===== src/rtl/led_pkg.sv =====
// Shared types and constants for the LED pattern sequencer.
package led_pkg;

  localparam int LED_W = 4;

  typedef enum logic [1:0] {
    FLOW_L   = 2'd0,
    FLOW_R   = 2'd1,
    PINGPONG = 2'd2,
    BLINK    = 2'd3
  } mode_t;

  localparam logic [LED_W-1:0] PAT_FLOW_L   = 4'b0001;
  localparam logic [LED_W-1:0] PAT_FLOW_R   = 4'b1000;
  localparam logic [LED_W-1:0] PAT_PINGPONG = 4'b0001;
  localparam logic [LED_W-1:0] PAT_BLINK    = 4'b1111;

  function automatic mode_t next_mode(input mode_t m);
    case (m)
      FLOW_L:   next_mode = FLOW_R;
      FLOW_R:   next_mode = PINGPONG;
      PINGPONG: next_mode = BLINK;
      default:  next_mode = FLOW_L;
    endcase
  endfunction

  function automatic logic [LED_W-1:0] start_pattern(input mode_t m);
    case (m)
      FLOW_L:   start_pattern = PAT_FLOW_L;
      FLOW_R:   start_pattern = PAT_FLOW_R;
      PINGPONG: start_pattern = PAT_PINGPONG;
      default:  start_pattern = PAT_BLINK;
    endcase
  endfunction

endpackage


===== src/rtl/key_debounce.sv =====
// Push-button conditioner: 2-FF sync, stable-level debounce, one-cycle pulse on accepted press.
module key_debounce #(
  parameter int DEBOUNCE_CYCLES = 1_000_000
) (
  input  logic sys_clk,
  input  logic rst_n,
  input  logic key_n,
  output logic press
);

  localparam int CW = (DEBOUNCE_CYCLES > 1) ? $clog2(DEBOUNCE_CYCLES) : 1;
  localparam logic [CW-1:0] CNT_LAST = CW'(DEBOUNCE_CYCLES - 1);

  logic [1:0]    r_sync;
  logic          r_stable;
  logic [CW-1:0] r_cnt;
  logic          r_press;
  logic          w_sync;

  assign w_sync = r_sync[1];
  assign press  = r_press;

  // r_cnt counts consecutive synced samples that differ from the accepted level;
  // any sample equal to it restarts the run.
  always_ff @(posedge sys_clk or negedge rst_n) begin
    if (!rst_n) begin
      r_sync   <= 2'b11;
      r_stable <= 1'b1;
      r_cnt    <= '0;
      r_press  <= 1'b0;
    end else begin
      r_sync  <= {r_sync[0], key_n};
      r_press <= 1'b0;
      if (w_sync == r_stable) begin
        r_cnt <= '0;
      end else if (r_cnt == CNT_LAST) begin
        r_stable <= w_sync;
        r_cnt    <= '0;
        r_press  <= ~w_sync;
      end else begin
        r_cnt <= r_cnt + 1'b1;
      end
    end
  end

endmodule


===== src/rtl/led_mode_sequencer.sv =====
// LED bank pattern controller: tick generator, mode FSM and pattern register driven by two keys.
module led_mode_sequencer
  import led_pkg::*;
#(
  parameter int TICK_CYCLES     = 10_000_000,
  parameter int DEBOUNCE_CYCLES = 1_000_000
) (
  input  logic             sys_clk,
  input  logic             rst_n,
  input  logic             key_mode_n,
  input  logic             key_speed_n,
  output logic [LED_W-1:0] led,
  output logic [1:0]       mode,
  output logic [1:0]       speed,
  output logic             tick
);

  localparam int CNT_W = $clog2(TICK_CYCLES);
  localparam logic [CNT_W-1:0] PM1_0 = CNT_W'(TICK_CYCLES - 1);
  localparam logic [CNT_W-1:0] PM1_1 = CNT_W'((TICK_CYCLES >> 1) - 1);
  localparam logic [CNT_W-1:0] PM1_2 = CNT_W'((TICK_CYCLES >> 2) - 1);
  localparam logic [CNT_W-1:0] PM1_3 = CNT_W'((TICK_CYCLES >> 3) - 1);

  logic [1:0]       r_rst_sync;
  logic             w_rst_n;
  logic             w_mode_ev;
  logic             w_speed_ev;
  logic             w_tick;
  logic [CNT_W-1:0] w_pm1;

  mode_t            r_mode,   w_mode_nxt;
  logic [LED_W-1:0] r_led,    w_led_nxt;
  logic             r_dir_up, w_dir_nxt;
  logic [1:0]       r_speed,  w_speed_nxt;
  logic [CNT_W-1:0] r_cnt,    w_cnt_nxt;

  // Reset asserts asynchronously and releases on a clock edge.
  always_ff @(posedge sys_clk or negedge rst_n) begin
    if (!rst_n) r_rst_sync <= '0;
    else        r_rst_sync <= {r_rst_sync[0], 1'b1};
  end
  assign w_rst_n = r_rst_sync[1];

  key_debounce #(.DEBOUNCE_CYCLES(DEBOUNCE_CYCLES)) u_mode_db (
    .sys_clk (sys_clk),
    .rst_n   (w_rst_n),
    .key_n   (key_mode_n),
    .press   (w_mode_ev)
  );

  key_debounce #(.DEBOUNCE_CYCLES(DEBOUNCE_CYCLES)) u_speed_db (
    .sys_clk (sys_clk),
    .rst_n   (w_rst_n),
    .key_n   (key_speed_n),
    .press   (w_speed_ev)
  );

  always_comb begin
    case (r_speed)
      2'd0:    w_pm1 = PM1_0;
      2'd1:    w_pm1 = PM1_1;
      2'd2:    w_pm1 = PM1_2;
      default: w_pm1 = PM1_3;
    endcase
  end

  assign w_tick = (r_cnt == w_pm1);

  always_comb begin
    w_mode_nxt  = r_mode;
    w_led_nxt   = r_led;
    w_dir_nxt   = r_dir_up;
    w_speed_nxt = r_speed;
    w_cnt_nxt   = r_cnt + 1'b1;
    if (w_tick || w_mode_ev || w_speed_ev) w_cnt_nxt = '0;
    if (w_speed_ev) w_speed_nxt = r_speed + 2'd1;
    // A mode change overrides any step due on the same cycle.
    if (w_mode_ev) begin
      w_mode_nxt = next_mode(r_mode);
      w_led_nxt  = start_pattern(w_mode_nxt);
      w_dir_nxt  = 1'b1;
    end else if (w_tick) begin
      case (r_mode)
        FLOW_L: w_led_nxt = {r_led[LED_W-2:0], r_led[LED_W-1]};
        FLOW_R: w_led_nxt = {r_led[0], r_led[LED_W-1:1]};
        PINGPONG: begin
          if (r_dir_up) begin
            w_led_nxt = r_led << 1;
            if (r_led[LED_W-2]) w_dir_nxt = 1'b0;
          end else begin
            w_led_nxt = r_led >> 1;
            if (r_led[1]) w_dir_nxt = 1'b1;
          end
        end
        default: w_led_nxt = ~r_led;
      endcase
    end
  end

  always_ff @(posedge sys_clk or negedge w_rst_n) begin
    if (!w_rst_n) begin
      r_mode   <= FLOW_L;
      r_led    <= PAT_FLOW_L;
      r_dir_up <= 1'b1;
      r_speed  <= 2'd0;
      r_cnt    <= '0;
    end else begin
      r_mode   <= w_mode_nxt;
      r_led    <= w_led_nxt;
      r_dir_up <= w_dir_nxt;
      r_speed  <= w_speed_nxt;
      r_cnt    <= w_cnt_nxt;
    end
  end

  assign led   = r_led;
  assign mode  = r_mode;
  assign speed = r_speed;
  assign tick  = w_tick;

endmodule


===== config.mk =====
export PLATFORM = sky130hd
export DESIGN_NAME = led_mode_sequencer
export DESIGN_NICKNAME = d
export VERILOG_FILES = /design/src/rtl/led_pkg.sv /design/src/rtl/key_debounce.sv /design/src/rtl/led_mode_sequencer.sv
export SDC_FILE = /design/constraint.sdc
export NUM_CORES = 1
export LEC_CHECK = 0
export BUFFER_PORTS_ARGS = -buffer_cell sky130_fd_sc_hd__clkbuf_2
export CAP_MARGIN = 40
export CORE_MARGIN = 4
export CORE_UTILIZATION = 55
export DETAILED_ROUTE_END_ITERATION = 16
export GPL_ROUTABILITY_DRIVEN = 1
export PLACE_DENSITY = 0.75
export REMOVE_ABC_BUFFERS = 1
export SLEW_MARGIN = 10
export SYNTH_ARGS = -nofsm -noshare
export SYNTH_HDL_FRONTEND = slang
export SYNTH_SLANG_ARGS = --single-unit
export TNS_END_PERCENT = 1

===== constraint.sdc =====
create_clock -name sys_clk -period 2.4 [get_ports sys_clk]
set_input_delay 0.36 -clock sys_clk [delete_from_list [all_inputs] [get_ports sys_clk]]
set_output_delay 0.36 -clock sys_clk [all_outputs]
set_load 0.01 [all_outputs]

**Yosys cells after proc, flatten, opt, wreduce, memory -nomap -nowiden**

Index checks and enable logic that the tools add are counted.

- Output and inout port bits: 9
- Flip-flop bits (word level): 83
- Latch bits: 0
- Bits in read-only memories: 0
- Memories kept: 0
- Memory bits (writable): 0

- Shift operators: 0
- Add/subtract/negate cells: 4
- Bitwise operators: 5
- $lt $le $gt $ge: 0
- Muxes and demuxes: 23
- Eq/ne operators: 11
- Reductions and logical operators: 11
- Divide/modulo/power cells: 0
- Multiply operators: 0

Operators with widths:

| kind | number |
|---|---|
| 20-bit two-way mux | 4 |
| 24-bit one-hot mux with 3 select lines | 1 |
| 20-bit by 1-bit adder with 20-bit output (second input constant) | 2 |
| 20-bit equality test (second input constant) | 2 |
| 24-bit by 1-bit adder with 24-bit output (second input constant) | 1 |
| 24-bit equality test | 1 |
| 24-bit two-way mux | 1 |
| 4-bit two-way mux | 3 |
| 4-bit one-hot mux with 3 select lines | 1 |
| 1-bit two-way mux | 10 |
| 4-bit one-hot mux with 2 select lines | 1 |
| 2-bit by 1-bit equality test with 1-bit output (second input constant) | 3 |
| 2-bit equality test (second input constant) | 3 |
| 2-bit logical NOT | 3 |
| 2-bit one-hot mux with 3 select lines | 1 |
| 2-bit AND reduction | 3 |
| 1-bit inverter | 4 |
| 4-bit inverter | 1 |
| 2-bit nonzero test | 2 |
| 2-bit by 1-bit adder with 2-bit output (second input constant) | 1 |
| 1-bit equality test | 2 |
| 1-bit logical OR | 2 |
| 2-bit two-way mux | 1 |
| 2-bit OR reduction | 1 |

**Longest topological paths before layout**

Gate-level depths: netlist of the first run.

- Depth after elaboration: 7
- Depth in mapped cells: 11

**By module**

A second synthesis of the first run with hierarchy kept.

- Cells, all modules: 452
- Area total of the unflattened synthesis: 4362.9 um^2

Modules (own cells, without submodules):

| module | times used | cells each | area each (um^2) |
|---|---|---|---|
| key_debounce | 2 | 116 | 1139.8 |
| led_mode_sequencer | 1 | 220 | 2083.2 |

**Worst setup path after synthesis of the first run**

OpenSTA, ideal clock, no wires.

- Path type: flip-flop to flip-flop
- From: reg r_speed[0] (netlist: speed[0])
- To: reg r_cnt[22]
- Cell stages (with the launch flop): 11
- Path buffers: 3
- Period minus slack after synthesis: 2.545 ns
- Required time: 2.281 ns
- Setup time: 0.119 ns
- Arrival time: 2.426 ns
- Slack: -0.145 ns
- Cells stage by stage: dfrtp_1 -> inv_1 -> ha_1 -> or3_2 -> a222oi_1 -> and3_1 -> buf_6 -> or3_1 -> buf_2 -> buf_6 -> nor2_1

- Word-level cells in the longest chain between the ends: 6
- Elaborated cells on any way between the ends: 8
- Those cells by class: eq/ne (3); mux (2); reduce/logical (3)

RTL lines:

| element | RTL line | RTL |
|---|---|---|
| from (decl) | led_mode_sequencer.sv:34 | `logic [1:0] r_speed, w_speed_nxt;` |
| from (signal assigned) | led_mode_sequencer.sv:111 | `r_speed <= w_speed_nxt;` |
| 2-bit equality test, or another cell as far along | led_mode_sequencer.sv:59 | `case (r_speed)` |
| 24-bit one-hot mux with 3 select lines (*) | led_mode_sequencer.sv:59 |  |
| 24-bit equality test (*) | led_mode_sequencer.sv:67 | `assign w_tick = (r_cnt == w_pm1);` |
| 1-bit logical OR (*) (2 in a row) | led_mode_sequencer.sv:75 | `if (w_tick \|\| w_mode_ev \|\| w_speed_ev) w_cnt_nxt = '0;` |
| 24-bit two-way mux (*) | led_mode_sequencer.sv:75 |  |
| named net w_cnt_nxt[22] | led_mode_sequencer.sv:35 | `logic [CNT_W-1:0] r_cnt, w_cnt_nxt;` |
| to (signal assigned) | led_mode_sequencer.sv:112 | `r_cnt <= w_cnt_nxt;` |
| to (decl) | led_mode_sequencer.sv:35 |  |

The timed path passes the listed nets; every way through them passes the cells marked *.
A chain may end at the register's enable or synchronous reset.

**Worst setup path after layout of the first run**

- From: reg r_speed[1] (netlist: speed[1])
- To: out tick

- Word-level cells in the longest chain between the ends: 3
- Elaborated cells on any way between the ends: 5
- Those cells by class: eq/ne (3); mux (1); reduce/logical (1)

RTL lines:

| element | RTL line | RTL |
|---|---|---|
| 2-bit equality test, or another cell as far along | led_mode_sequencer.sv:59 |  |
| 24-bit one-hot mux with 3 select lines (*) | led_mode_sequencer.sv:59 |  |
| 24-bit equality test (*) | led_mode_sequencer.sv:67 |  |
| to (decl) | led_mode_sequencer.sv:15 | `output logic tick` |

Every way passes the cells marked *; elsewhere a longest branch is shown, timed or not.

==> flow_metrics.env, run 1 <==
export IMPL_status="complete, but fails checks"
export IMPL_violations="setup timing"
export IMPL_path_max_fanout=4
export IMPL_r2r_end="led[3]"
export IMPL_cts_sinks=83
export IMPL_arrival_ns=2.32
export IMPL_grt_util_met1_pct=25.5
export IMPL_synth_seq_area_share_pct=50.3
export IMPL_cp_required_ns=2.04
export IMPL_postRouteAntennaNets=0
export IMPL_vias_per_cell=5.43
export IMPL_initial_core_util_pct=56.9
export IMPL_hold_path_startpoint="key_speed_n"
export IMPL_cts_buffers=9
export IMPL_ys_seq_elements=83
export IMPL_slowest_stage="a222oi_1"
export IMPL_worst_slack_ns=-0.277
export IMPL_wl_per_cell_um=14.3
export IMPL_maxSlewViolCount=0
export IMPL_overflow=0
export IMPL_layout_commonest_cell="nor2_1"
export IMPL_die_height_um=94.8
export IMPL_synth_top_area_cell="dfrtp_1"
export IMPL_clock_latency_ns=0.36
export IMPL_core_area_um2=7290
export IMPL_path_class="flip-flop to output port"
export IMPL_dp_hpwl_um=5230
export IMPL_fin_util_pct=65.4
export IMPL_syn_inst=409
export IMPL_endpoint="tick"
export IMPL_rows=31
export IMPL_grt_max_degree=43
export IMPL_layout_drive_gt1_share_pct=18.5
export IMPL_vias=3006
export IMPL_dieArea_um2=8990
export IMPL_fin_crit_ns=2.68
export IMPL_yosys_warnings=0
export IMPL_grt_pass1_vias=3008
export IMPL_post_dp_cell_area_um2=4400
export IMPL_cp_start_kind="flip-flop"
export IMPL_reg2reg_depth=10
export IMPL_setup_viol=4
export IMPL_synth_edff_count=0
export IMPL_cp_end_kind="output port"
export IMPL_max_freq_mhz=374
export IMPL_p_leak_uw=0.00216
export IMPL_final_hold_violation_count=0
export IMPL_r2r_start="speed[1]"
export IMPL_crit_path_max_incr_delay_ns=0.43
export IMPL_wl_um=7950
export IMPL_cts_tree="yes"
export IMPL_diodes=0
export IMPL_reg2reg_slack_ns=-0.18
export IMPL_finClkSkew_ns=0.0134
export IMPL_peakVddDrop_v=0.000385
export IMPL_tightestPinTransition_ns=0.547
export IMPL_die_w_um=94.8
export IMPL_layout_common_cells="78 x nor2_1, 72 x dfrtp_1, 32 x xor2_1, 30 x xnor2_1"
export IMPL_cp_depth=7
export IMPL_avgSynthCellArea_um2=10.1
export IMPL_worst_path_buf_inv=3
export IMPL_synth_area_leaders="dfrtp_1 45%, nor2_1 7.1%, xor2_1 6.8%, xnor2_1 6.3%, dfstp_2 5.1%"
export IMPL_ctsLongestPathBuffers=2
export IMPL_relSlewSlack_pct=63.5
export IMPL_async_flop_share_pct=100
export IMPL_drt_iter0_markers=164
export IMPL_critPathTopFamily="simple AND/OR/NAND/NOR gates"
export IMPL_dp_cells=526
export IMPL_final_cells=554
export IMPL_area_delta_synth_final_pct=15.1
export IMPL_ioPinCount=13
export IMPL_place_gp_congestion=0.870
export IMPL_first_pass_iters=4
export IMPL_syn_area_um2=4150
export IMPL_root_buffer="clkbuf_8"
export IMPL_synth_cell_types=48
export IMPL_io_buffers=12
export IMPL_grt_pass1_wl_um=13700
export IMPL_nets=467
export IMPL_crit_start="speed[1]"
export IMPL_top_usage_layer="met2"
export IMPL_hold_path_class="primary input to flip-flop"
export IMPL_clk_pin_slew_ns=0.08
export IMPL_fin_crit_sh_pct=112
export IMPL_synth_ff_type="dfrtp_1"
export IMPL_grtUsageMet3_pct=3.03
export IMPL_track_usage_pct=19.5
export IMPL_stdcell_area_um2=4770
export IMPL_drcViolationCount=0
export IMPL_power_density_nw_per_um2=520
export IMPL_cts_htree_levels=3
export IMPL_finalPower_uw=2480
export IMPL_grt_util_met2_pct=30.7
export IMPL_maxCapViolations=0
export IMPL_synth_top_area_share_pct=45.3
export IMPL_path_cells="inv_4 -> ha_4 -> or4_4 -> a222oi_1 -> buf_4 -> and3_4 -> buf_6"
export IMPL_antenna_found_initial=0
export IMPL_rsz0062_at_grt="yes"
==> worst reg2reg max path, cell delays in order (launching register included) <==
cell and delay [ns]:
dfrtp_2 0.42, inv_4 0.07, ha_4 0.17, or4_4 0.42, a222oi_1 0.43, buf_4 0.19, buf_4 0.09, buf_4 0.11
a41oi_1 0.17, a221oi_1 0.28, o41ai_1 0.12
==> logic make-up after synthesis <==
kind of cell	count (synthesis)	synth area share, %
simple gates	196	23.7
flops	83	50.3
xor+xnor	62	13.1
compound gates	28	5.01
buf+inv	20	2.38
fa+ha+maj	13	3.92
mux	6	1.51
other cells	1	0.0904
==> what timing repair did <==
action / CTS / global route
pin swaps: 2 / 3
hold buffers: 1 / 0
endpoints found under the setup margin: 3 / 30
gates resized for setup: 13 / 8
setup buffers: 8 / 3
hold endpoints to repair: 2 / 0
==> through the flow <==
stage                     hold slack, ns  TNS, ns  worst slack [ns]
after global placement             0.146        0             0.115
after detailed placement           0.146  -0.0693           -0.0693
after global routing              0.0780    -1.10            -0.308
final                             0.0873   -0.595            -0.277
after floorplan                   0.0644   -13.73            -0.353
after CTS                         0.0711   -0.230            -0.230
==> registers in the layout (all words and copies together) (netlist names) <==
| name | cells |
|---|---|
| u_mode_db.press | 1 |
| u_mode_db.r_sync | 2 |
| u_speed_db.r_sync | 2 |
| r_rst_sync | 2 |
| speed | 2 |
| u_speed_db.press | 1 |
| r_dir_up | 1 |
| mode | 2 |
| r_cnt | 24 |
| u_speed_db.r_stable | 1 |
| u_speed_db.r_cnt | 20 |
| u_mode_db.r_stable | 1 |
| led | 4 |
| u_mode_db.r_cnt | 20 |
==> where the power goes <==
group | switching, µW | internal, µW
Combinational | 30.2 | 16.6
Sequential | 23.4 | 1410
Clock | 491 | 504
==> worst min path at each step <==
stage	end	slack (ns)	depth (start not counted)
detailed placement	r_rst_sync[0]	0.15	1
finish	u_speed_db.r_sync[0]	0.09	1
floorplan	r_rst_sync[0]	0.06	0
global placement	r_rst_sync[0]	0.15	1
global route	u_mode_db.r_sync[0]	0.08	1
CTS	u_mode_db.r_sync[0]	0.07	1
==> area by class of cell <==
cell class / count / area [µm²]
clock buffer: 11 / 141
clock inverter: 5 / 52.6
fill: 620 / 2520
inverter: 12 / 47.5
multi-input combinational: 306 / 2030
sequential: 83 / 2090
tap: 99 / 124
timing repair buffer: 38 / 280
==> synthesized netlist by cell type, types with 7 or more instances <==
| cell | count |
|---|---|
| inv_1 | 12 |
| dfrtp_1 | 75 |
| and3_1 | 15 |
| nand4_1 | 9 |
| nand3_1 | 25 |
| ha_1 | 13 |
| xnor2_1 | 30 |
| dfstp_2 | 8 |
| nor2_1 | 78 |
| nor4_1 | 7 |
| nand2_1 | 25 |
| xor2_1 | 32 |
==> layer usage <==
metal	wire, µm	share of wire, %	vias up
met5	0	0	-
met4	190	2.4	0
met3	224	2.8	19
met2	3780	48	42
met1	3750	47	1459
li1	-	-	1486
(Power assumes the default switching activity.)
==> run 2, diff against run 1 <==
Settings changed: CTS_BUF_LIST from default to sky130_fd_sc_hd__clkbuf_8 sky130_fd_sc_hd__clkbuf_16.
==> flow_metrics.env, run 2 (synthesized netlist as in run 1, its figures left out) <==
export IMPL_reg2reg_slack_ns=-0.18
export IMPL_die_height_um=94.8
export IMPL_ctsLongestPathBuffers=2
export IMPL_p_int_uw=1930
export IMPL_setup_viol=4
export IMPL_place_gp_congestion=0.870
export IMPL_reg2reg_depth=10
export IMPL_finClkSkew_ns=0.0134
export IMPL_p_switching_uw=545
export IMPL_area_delta_synth_final_pct=15.1
export IMPL_clk_pin_slew_ns=0.08
export IMPL_hold_path_startpoint="key_speed_n"
export IMPL_cts_tree="yes"
export IMPL_cp_end_kind="output port"
export IMPL_min_path_cells=1
export IMPL_initial_core_util_pct=56.9
export IMPL_rows=31
export IMPL_arrival_ns=2.32
export IMPL_p_leak_uw=0.00216
export IMPL_overflow=0
export IMPL_path_cells="inv_4 -> ha_4 -> or4_4 -> a222oi_1 -> buf_4 -> and3_4 -> buf_6"
export IMPL_fin_util_pct=65.4
export IMPL_cp_start_kind="flip-flop"
export IMPL_cts_sinks=83
export IMPL_rsz0062_at_grt="yes"
export IMPL_tightestPinTransition_ns=0.547
export IMPL_grt_max_degree=43
export IMPL_maxSlewViolCount=0
export IMPL_largest_register_ffs=24
export IMPL_layout_common_cells="78 x nor2_1, 72 x dfrtp_1, 32 x xor2_1, 30 x xnor2_1"
export IMPL_antenna_found_initial=0
export IMPL_layout_commonest_cell="nor2_1"
export IMPL_power_density_nw_per_um2=519
export IMPL_r2r_start="speed[1]"
export IMPL_layout_drive_gt1_share_pct=18.5
export IMPL_drt_iter0_markers=164
export IMPL_violations="setup timing"
export IMPL_track_usage_pct=19.5
export IMPL_clkPwrFrac_pct=40.0
export IMPL_top_regs="r_cnt (24), u_mode_db.r_cnt (20), u_speed_db.r_cnt (20)"
export IMPL_whs_endpoint="u_speed_db.r_sync[0]"
export IMPL_dieArea_um2=8990
export IMPL_path_class="flip-flop to output port"
export IMPL_final_cells=554
export IMPL_max_flop_register="r_cnt"
export IMPL_status="complete, but fails checks"
export IMPL_die_w_um=94.8
export IMPL_tns_ns=-0.595
export IMPL_fin_crit_sh_pct=112
export IMPL_max_freq_mhz=374
export IMPL_cts_htree_levels=3
export IMPL_r2r_end="led[3]"
export IMPL_final_hold_violation_count=0
export IMPL_vias=3003
export IMPL_grt_pass1_vias=3008
export IMPL_wl_per_cell_um=14.3
export IMPL_io_buffers=12
export IMPL_slowest_stage="a222oi_1"
export IMPL_core_area_um2=7290
export IMPL_cp_required_ns=2.04
export IMPL_hold_path_class="primary input to flip-flop"
export IMPL_maxCapViolations=0
export IMPL_root_buffer="clkbuf_8"
export IMPL_first_pass_iters=4
export IMPL_crit_path_max_incr_delay_ns=0.43
export IMPL_ioPinCount=13
export IMPL_worst_slack_ns=-0.277
export IMPL_nets=467
export IMPL_wl_um=7950
export IMPL_clock_latency_ns=0.36
export IMPL_comb_power_share_pct=1.9
export IMPL_netSwitchingFraction_pct=22.0
export IMPL_dp_hpwl_um=5230
export IMPL_dp_cells=526
export IMPL_power_frac_seq_pct=58.1
export IMPL_cts_buffers=9
export IMPL_relSlewSlack_pct=63.6
export IMPL_grt_pass1_wl_um=13700
export IMPL_peakVddDrop_v=0.000385
export IMPL_finalPower_uw=2480
export IMPL_postRouteAntennaNets=0
export IMPL_fin_crit_ns=2.68
export IMPL_diodes=0
export IMPL_vias_per_cell=5.42
export IMPL_path_max_fanout=4
export IMPL_drcViolationCount=0
## run 2: cell types whose count changed in the layout (fill, tap and decap cells not counted)
cell      previous run  this run
clkbuf_1             1         0
inv_1               10        11
## run 2: timing repair
item / in CTS / in global routing
gates resized for setup: 13 / 8
endpoints found under the hold margin: 2 / 0
gates cloned: 0 / 0
pin swaps: 2 / 3
buffers inserted: 8 / 3
hold buffers: 1 / 0
setup endpoints to repair: 3 / 30
## run 2: worst max path at each step
stage	cells after the start	end	startpoint	slack, ns
floorplan	7	r_cnt[10]	speed[0]	-0.35
global placement	9	led[2]	speed[0]	0.12
detailed placement	10	led[2]	speed[1]	-0.07
CTS	7	tick	speed[1]	-0.23
global route	7	tick	speed[1]	-0.31
finish	7	tick	speed[1]	-0.28
## run 2: through the flow
| step | hold WS (ns) | area [µm²] | setup slack [ns] |
|---|---|---|---|
| final | 0.0873 | 4770 | -0.277 |
| after detailed placement | 0.146 | 4400 | -0.0693 |
| after CTS | 0.0711 | 4720 | -0.230 |
| after global routing | 0.0780 | 4770 | -0.308 |
| after floorplan | 0.0644 | 4090 | -0.353 |
| after global placement | 0.146 | 4400 | 0.115 |
## run 2: per-layer routing
metal | global-route usage, % | share of wire (%) | vias to the layer above
met3 | 3.03 | 2.8 | 19
met2 | 30.7 | 48 | 42
li1 | - | - | 1486
met5 | 0 | 0 | -
met1 | 25.5 | 47 | 1456
met4 | 11.2 | 2.4 | 0
## run 2: layout make-up
cell class | instances | area (µm²)
fillers | 620 | 2520
flip-flops and latches | 83 | 2090
multi-input cells | 306 | 2030
repair buffers | 38 | 280
clock buffers | 10 | 138
well taps | 99 | 124
clock inverters | 6 | 56.3
inverters | 12 | 47.5
## run 2: power by group through the flow
stage,registers (µW),clock network [µW],logic (µW)
after floorplan,1470,0,21.3
after global placement,1460,0,46.5
after detailed placement,1470,0,46.9
after CTS,1440,1020,48.4
after global routing,1440,1060,55.2
final,1440,991,46.8
## run 2: worst max-delay path: cells and delay by family (launching register included)
| family | cells | cell delay [ns] |
|---|---|---|
| and+or+nand+nor | 2 | 0.59 |
| AOI/OAI and AO/OA | 1 | 0.43 |
| DFF | 1 | 0.42 |
| buffers and inverters | 3 | 0.35 |
| adders and majority gates | 1 | 0.16 |
